<file path="src/rtl/matrix_value_locator.sv">
`timescale 1ns/1ps
`default_nettype none
// ============================================================================
// Module   : matrix_value_locator
// Purpose  : Scans a ROWS x COLS matrix held in a synchronous single-port
//            storage (1-cycle read latency), one cell per cycle in row-major
//            order. Returns the first cell whose low KEY_W bits equal the
//            requested key, or a not-found response.
// Ports    : clk, rst (sync, active-low)
//            req_valid_i / req_ready_o / req_key_i         : request handshake
//            mem_en_o / mem_addr_o / mem_rdata_i           : storage read port
//            rsp_valid_o / rsp_ready_i                     : response handshake
//            rsp_found_o / rsp_row_o / rsp_col_o / rsp_entry_o : result
// Revision : 1.0 - initial release
// ============================================================================
module matrix_value_locator #(
  parameter int ROWS   = 8,
  parameter int COLS   = 8,
  parameter int DATA_W = 10,
  parameter int KEY_W  = 6
) (
  input  logic                                  clk,
  input  logic                                  rst,
  input  logic                                  req_valid_i,
  output logic                                  req_ready_o,
  input  logic [KEY_W-1:0]                      req_key_i,
  output logic                                  mem_en_o,
  output logic [$clog2(ROWS)+$clog2(COLS)-1:0]  mem_addr_o,
  input  logic [DATA_W-1:0]                     mem_rdata_i,
  output logic                                  rsp_valid_o,
  input  logic                                  rsp_ready_i,
  output logic                                  rsp_found_o,
  output logic [$clog2(ROWS)-1:0]               rsp_row_o,
  output logic [$clog2(COLS)-1:0]               rsp_col_o,
  output logic [DATA_W-1:0]                     rsp_entry_o
);

  localparam int ROW_W  = $clog2(ROWS);
  localparam int COL_W  = $clog2(COLS);
  localparam int ADDR_W = ROW_W + COL_W;
  localparam logic [ADDR_W-1:0] LAST_IDX = ADDR_W'(ROWS * COLS - 1);

  typedef enum logic [1:0] {
    IDLE = 2'd0,
    SCAN = 2'd1,
    RESP = 2'd2
  } state_t;

  state_t              state_q, state_d;
  logic [KEY_W-1:0]    key_q, key_d;
  logic                req_ready_q, req_ready_d;
  logic                mem_en_q, mem_en_d;
  logic [ADDR_W-1:0]   mem_addr_q, mem_addr_d;
  logic                rsp_valid_q, rsp_valid_d;
  logic                found_q, found_d;
  logic [ROW_W-1:0]    row_q, row_d;
  logic [COL_W-1:0]    col_q, col_d;
  logic [DATA_W-1:0]   entry_q, entry_d;

  // Read pipeline tracker: which address the current mem_rdata_i belongs to.
  logic                cmp_valid_q;
  logic [ADDR_W-1:0]   cmp_idx_q;

  logic                hit;
  assign hit = cmp_valid_q && (mem_rdata_i[KEY_W-1:0] == key_q);

  always_comb begin
    state_d     = state_q;
    key_d       = key_q;
    req_ready_d = 1'b0;
    mem_en_d    = 1'b0;
    mem_addr_d  = mem_addr_q;
    rsp_valid_d = rsp_valid_q;
    found_d     = found_q;
    row_d       = row_q;
    col_d       = col_q;
    entry_d     = entry_q;

    case (state_q)
      IDLE: begin
        // req_ready rises one cycle after entering IDLE (after reset or a
        // completed response), since it is registered from the state.
        req_ready_d = 1'b1;
        if (req_valid_i && req_ready_q) begin
          key_d       = req_key_i;
          req_ready_d = 1'b0;
          mem_en_d    = 1'b1;
          mem_addr_d  = '0;
          state_d     = SCAN;
        end
      end

      SCAN: begin
        // Keep issuing reads until the last cell has been addressed.
        if (mem_en_q && (mem_addr_q != LAST_IDX)) begin
          mem_en_d   = 1'b1;
          mem_addr_d = mem_addr_q + ADDR_W'(1);
        end
        if (hit) begin
          // The read issued this cycle was speculative; stop and hold addr.
          mem_en_d    = 1'b0;
          mem_addr_d  = mem_addr_q;
          found_d     = 1'b1;
          row_d       = cmp_idx_q[ADDR_W-1:COL_W];
          col_d       = cmp_idx_q[COL_W-1:0];
          entry_d     = mem_rdata_i;
          rsp_valid_d = 1'b1;
          state_d     = RESP;
        end else if (cmp_valid_q && (cmp_idx_q == LAST_IDX)) begin
          found_d     = 1'b0;
          row_d       = '0;
          col_d       = '0;
          entry_d     = '0;
          rsp_valid_d = 1'b1;
          state_d     = RESP;
        end
      end

      RESP: begin
        if (rsp_ready_i) begin
          rsp_valid_d = 1'b0;
          state_d     = IDLE;
        end
      end

      default: begin
        state_d = IDLE;
      end
    endcase
  end

  always_ff @(posedge clk) begin
    if (!rst) begin
      state_q     <= IDLE;
      key_q       <= '0;
      req_ready_q <= 1'b0;
      mem_en_q    <= 1'b0;
      mem_addr_q  <= '0;
      rsp_valid_q <= 1'b0;
      found_q     <= 1'b0;
      row_q       <= '0;
      col_q       <= '0;
      entry_q     <= '0;
      cmp_valid_q <= 1'b0;
      cmp_idx_q   <= '0;
    end else begin
      state_q     <= state_d;
      key_q       <= key_d;
      req_ready_q <= req_ready_d;
      mem_en_q    <= mem_en_d;
      mem_addr_q  <= mem_addr_d;
      rsp_valid_q <= rsp_valid_d;
      found_q     <= found_d;
      row_q       <= row_d;
      col_q       <= col_d;
      entry_q     <= entry_d;
      cmp_valid_q <= mem_en_q;
      cmp_idx_q   <= mem_addr_q;
    end
  end

  assign req_ready_o = req_ready_q;
  assign mem_en_o    = mem_en_q;
  assign mem_addr_o  = mem_addr_q;
  assign rsp_valid_o = rsp_valid_q;
  assign rsp_found_o = found_q;
  assign rsp_row_o   = row_q;
  assign rsp_col_o   = col_q;
  assign rsp_entry_o = entry_q;

endmodule
`default_nettype wire

</file>
<file path="config.mk">
export PLATFORM = sky130hd
export DESIGN_NAME = matrix_value_locator
export DESIGN_NICKNAME = d
export VERILOG_FILES = /design/src/rtl/matrix_value_locator.sv
export SDC_FILE = /design/constraint.sdc
export NUM_CORES = 1
export LEC_CHECK = 0
export BUFFER_PORTS_ARGS = -buffer_cell sky130_fd_sc_hd__buf_4
export CORE_MARGIN = 2
export CORE_UTILIZATION = 46
export CTS_CLUSTER_DIAMETER = 80
export CTS_CLUSTER_SIZE = 40
export DETAILED_ROUTE_END_ITERATION = 6
export GPL_TIMING_DRIVEN = 0
export PLACE_DENSITY = 0.77
export SYNTH_ARGS = -nofsm -noshare
export SYNTH_HDL_FRONTEND = slang
export SYNTH_SLANG_ARGS = --single-unit
export TNS_END_PERCENT = 20
</file>
<file path="constraint.sdc">
create_clock -name clk -period 1.5 [get_ports clk]
set_input_delay 0.225 -clock clk [delete_from_list [all_inputs] [get_ports clk]]
set_output_delay 0.225 -clock clk [all_outputs]
set_load 0.05 [all_outputs]
</file>
After elaboration in Yosys (flattened, before gate mapping) --
Index checks and enable logic that the tools add are counted. Widths: inputs -> output; s select.
Operators by class: muxes and demuxes 25, add/sub/neg operators 1, reduce and logical (&&, ||, !) cells 14, eq/ne operators 10
Operators with widths (number):
- $mux 10 | 2
- $mux 6 | 3
- $pmux 6 s2 | 1
- $mux 1 | 9
- $mux 3 | 3
- $mux 2 | 4
- $ne 2x2->1 const B | 4
- $add 6x1->6 const B | 1
- $eq 6x6->1 | 1
- $eq 6x6->1 const B | 1
- $ne 6x6->1 const B | 1
- $pmux 2 s3 | 1
- $reduce_and 2->1 | 3
- $reduce_and 3->1 | 2
- $reduce_bool 2->1 | 3
- $logic_and 1x1->1 | 4
- $pmux 1 s2 | 2
- $reduce_and 4->1 | 1
- $ne 3x3->1 const B | 1
- $eq 2x1->1 const B | 1
- $eq 2x2->1 const B | 1
- $logic_not 2->1 | 1
Storage, ports and cells: bits of input ports 20, flip-flop bits (word level) 41, output and inout bits 26, logic and storage cells 62

Depth between registers and ports, before layout --
word-level depth 5, depth in mapped cells 6, depth with buffers taken out 6

Worst setup path after synthesis --
OpenSTA, ideal clock, no wires.
path kind flip-flop to flip-flop, from reg mem_addr_q[0] (netlist: mem_addr_o[0]), to reg mem_addr_q[5] (netlist: mem_addr_o[5]), stages on the path, launching flop included 7, required time 1.404 ns, period minus slack after synthesis 1.765 ns, setup time 0.096 ns, data arrival time 1.669 ns, slack -0.265 ns, path buffers 0, cells stage by stage dfxtp_1 ha_1 nand3_1 o21ai_1 o21bai_1 or2_1 o41ai_2
Between the ends: word-level cells in the longest chain between the ends 4, elaborated cells on any way between the ends 8, classes of those cells 1 x add/sub; 2 x eq/ne; 3 x mux; 2 x reduce/logical
Ends and longest elaborated chain:
- from (decl) | line 53 | logic [ADDR_W-1:0] mem_addr_q, mem_addr_d;
- from (signal assigned) | line 151 | mem_addr_q <= mem_addr_d;
- $add 6x1->6 / $ne 6x6->1 (equally long branches) | line 97, 95
- $mux 6 / $logic_and 1x1->1 (equally long branches) | line 95 | if (mem_en_q && (mem_addr_q != LAST_IDX)) begin
- $mux 6 / $ne 2x2->1 (equally long branches)
- $pmux 6 s2 / $reduce_and 4->1 (equally long branches)
Parallel ways exist; a longest one is shown, timed or not. The select of a mux whose other input is x is not followed. A chain may end at the register's enable or synchronous reset.

Worst setup path after layout --
from reg key_q[5], to reg entry_q[0] (netlist: rsp_entry_o[0])
Between the ends: word-level cells in the longest chain between the ends 4, elaborated cells on any way between the ends 5, classes of those cells 1 x eq/ne; 1 x mux; 3 x reduce/logical
Ends and longest elaborated chain:
- from (decl) | line 50 | logic [KEY_W-1:0] key_q, key_d;
- from (signal assigned) | line 148 | key_q <= key_d;
- $eq 6x6->1 * | line 65 | assign hit = cmp_valid_q && (mem_rdata_i[KEY_W-1:0] == key_q);
- $logic_and 1x1->1 * | line 65
- $reduce_bool 2->1 (no source line)
- $reduce_and 2->1 (no source line)
- to (signal assigned) | line 156 | entry_q <= entry_d;
- to (decl) | line 58 | logic [DATA_W-1:0] entry_q, entry_d;
Mark *: on every way between the ends. The rest lies on a longest branch, timed or not.

==> flow_metrics.py <==
metrics = {
    "outcome": {
        "status": "finished with violations",
        "violations": "negative setup slack",
    },
    "finish": {
        "final_cells": 293,
        "area_growth_pct": 48.1,
        "mostFrequentLayoutCells": "buf_4 (54), dfxtp_1 (30), nand2_1 (20), o21ai_1 (15), a21oi_1 (13)",
        "final_nets": 267,
        "final_common_cell": "buf_4",
        "antenna_cells": 0,
        "drive_gt1_share_pct": 46.2,
    },
    "global_routing": {
        "busiest_layer": "met2",
        "grt.overflow.total": 0,
        "antenna_found_initial": 0,
        "grtUsageMet1_pct": 26.4,
        "grt_pass1_wl_mm": 6.65,
        "grt_max_degree": 14,
        "met3_usage_pct": 4.75,
        "track_usage_pct": 20.9,
        "grtUsageMet2_pct": 34.8,
        "grt_pass1_vias": 1415,
    },
    "logic_synthesis": {
        "synthArstFlopShare_pct": 0,
        "ys_ff_latch": 41,
        "synth_ff_type": "dfxtp_1",
        "synth_top_area_share_pct": 49.9,
        "ys_types": 37,
        "mappedNetlistNets": 200,
        "yosysWarnings": 0,
        "ys_seq_area_share_pct": 49.9,
        "synth_top_cell_by_area": "dfxtp_1",
        "netlist_area_sq_um": 1650,
        "ys_top_cells_by_area": "dfxtp_1 (50%), o21ai_1 (6.4%), a21oi_1 (5.8%), nand2_1 (5.5%), mux2i_1 (3.7%)",
        "synth_edf_count": 0,
        "synth_area_per_cell_sq_um": 9.19,
        "syn_inst": 179,
    },
    "timing": {
        "finalSetupTns_ns": -0.450,
        "finalMaxSlewViolations": 0,
        "rsz0062_at_grt": "true",
        "finalClockSkew_ns": 0.0113,
        "setup_slack_ns": -0.0864,
        "maxSlewHeadroom_pct": 60.9,
        "tightest_slew_ns": 0.586,
        "fin_crit_sh_pct": 106,
        "period_needed_ns": 1.59,
        "hold_viol": 0,
        "fmax_mhz": 630,
        "setup_viol": 17,
    },
    "worst_hold_path": {
        "hp-class": "input port to flip-flop",
    },
    "pwr": {
        "worst_ir_drop_vdd_mv": 0.615,
        "leakage_nw": 0.966,
        "power_density_nw_per_um2": 872,
    },
    "clock_network": {
        "cts_buffers": 5,
        "cts_buffer_depth": 2,
        "cts_tree": "yes",
        "clk_pin_slew_worst_paths_ns": 0.13,
        "insertion_delay_ns": 0.36,
        "hold_buffers": 0,
        "cts_sinks": 41,
        "root_buffer": "clkbuf_4",
        "htree_num_levels": 2,
    },
    "placed_design": {
        "dp_slack_ns": -0.193,
        "hpwl_mm": 2.59,
        "dp.cells": 270,
        "gp_congestion": 0.805,
        "port_buffers": 45,
    },
    "setup_path": {
        "crit_path_start_kind": "flip-flop",
        "arrival_ns": 1.86,
        "worstSetupPathType": "flip-flop to flip-flop",
        "worstRegToRegCells": 7,
        "r2r-start": "key_q[5]$_SDFFE_PN0P_",
        "crit_end": "rsp_entry_o[0]$_SDFFE_PN0P_",
        "crit_start": "key_q[5]$_SDFFE_PN0P_",
        "path_max_fanout": 5,
        "cp-end-kind": "flip-flop",
        "required_ns": 1.78,
        "r2r_end": "rsp_entry_o[0]$_SDFFE_PN0P_",
        "r2r_slack_ns": -0.09,
    },
    "flow_run": {
        "max_cap_viol_count": 0,
    },
    "floorplan": {
        "die_y_microns": 63.8,
        "dieWidth_microns": 63.8,
        "die-area_sq_um": 4070,
        "io_pins": 46,
        "rows": 21,
        "coreArea_sq_um": 3390,
        "initial_core_util_pct": 48.5,
    },
    "route": {
        "drt_iter0_markers": 63,
        "drt-total-wl_mm": 4.28,
        "final_antenna_net_count": 0,
        "route.detailed.drc": 0,
        "vias_per_cell": 5.18,
        "detail_route.first_pass.iterations": 4,
        "vias": 1518,
        "wl_per_cell_microns": 14.6,
    },
}
[repair_timing]
item,in CTS,in global routing
setup endpoints to repair,25,26
pin swaps,8,26
cloned,0,1
resized for setup,14,30
buffers inserted,10,4
[metal layers]
metal  wire [microns]  up-vias
li1                 -      763
met1             1910      696
met2             2100       54
met3              215        5
met4               57        0
met5                0        -
[final cells by class]
| class | count | area (sq um) |
|---|---|---|
| Buffer | 9 | 63.8 |
| Clock buffer | 6 | 51.3 |
| Clock inverter | 2 | 36.3 |
| Fill cell | 246 | 952 |
| Inverter | 1 | 3.75 |
| Multi-Input combinational cell | 128 | 902 |
| Sequential cell | 41 | 850 |
| Tap cell | 46 | 57.6 |
| Timing Repair Buffer | 60 | 473 |
[cell usage after synthesis, types with 2 or more instances]
master,number
o21ai_1,21
nand3_1,8
nor2_1,12
mux2i_1,6
dfxtp_1,41
clkbuf_1,4
xnor2_1,6
nand2_1,24
and2_1,7
buf_6,2
a21oi_1,19
o21a_1,4
[power by group]
part | internal (mW) | total [mW] | switching, mW
Combinational | 0.111 | 0.235 | 0.124
Sequential | 1.10 | 1.11 | 0.0144
Clock | 0.398 | 0.777 | 0.379
Total | 1.61 | 2.13 | 0.517
[critical path: stages, from the launching register on]
cell,delay [ns]
dfxtp_2,0.36
xnor2_2,0.14
nand4_2,0.14
buf_6,0.16
nor3_4,0.31
buf_6,0.17
nand2_1,0.06
a21oi_1,0.15
[worst min-delay path by stage]
| stage | start | to | slack, ns | cells after the start |
|---|---|---|---|---|
| 6_report | req_valid_i | req_ready_o$_SDFF_PN0_ | 0.06 | 2 |
| 3_3_place_gp | req_valid_i | req_ready_o$_SDFF_PN0_ | 0.43 | 2 |
| 5_1_grt | req_valid_i | req_ready_o$_SDFF_PN0_ | 0.06 | 2 |
| 4_1_cts | req_valid_i | req_ready_o$_SDFF_PN0_ | 0.05 | 2 |
| 2_1_floorplan | req_valid_i | req_ready_o$_SDFF_PN0_ | 0.33 | 1 |
| 3_5_place_dp | req_valid_i | req_ready_o$_SDFF_PN0_ | 0.43 | 2 |
[logic make-up (layout without fill, tap and decap cells)]
| kind of cell | count (synthesis) | in the layout | synth area share [%] |
|---|---|---|---|
| compound gates | 53 | 53 | 19.8 |
| flops | 41 | 41 | 49.9 |
| buf+inv | 10 | 78 | 3.50 |
| fa+ha+maj | 1 | 1 | 0.760 |
| simple gates | 62 | 62 | 19.2 |
| xor+xnor | 6 | 6 | 3.19 |
| mux | 6 | 6 | 3.65 |
[through the flow]
step / hold WS [ns] / area [sq um] / power (mW) / utilization, %
floorplan: 0.332 / 1680 / 1.25 / -
detailed placement: 0.433 / 2070 / 1.32 / 61.2
finish: 0.0592 / 2440 / 2.13 / 71.9
global route: 0.0623 / 2440 / 2.21 / 71.9
global placement: 0.432 / 2070 / 1.32 / 61.2
CTS: 0.0465 / 2290 / 2.10 / 67.6
[sequential cells by signal (all words and copies together), names as in the netlist]
name,cells
cmp_idx_q,6
state_q,2
rsp_col_o,3
mem_addr_o,6
rsp_valid_o,1
cmp_valid_q,1
rsp_found_o,1
rsp_row_o,3
mem_en_o,1
key_q,6
rsp_entry_o,10
req_ready_o,1
(Power assumes the default switching activity.)
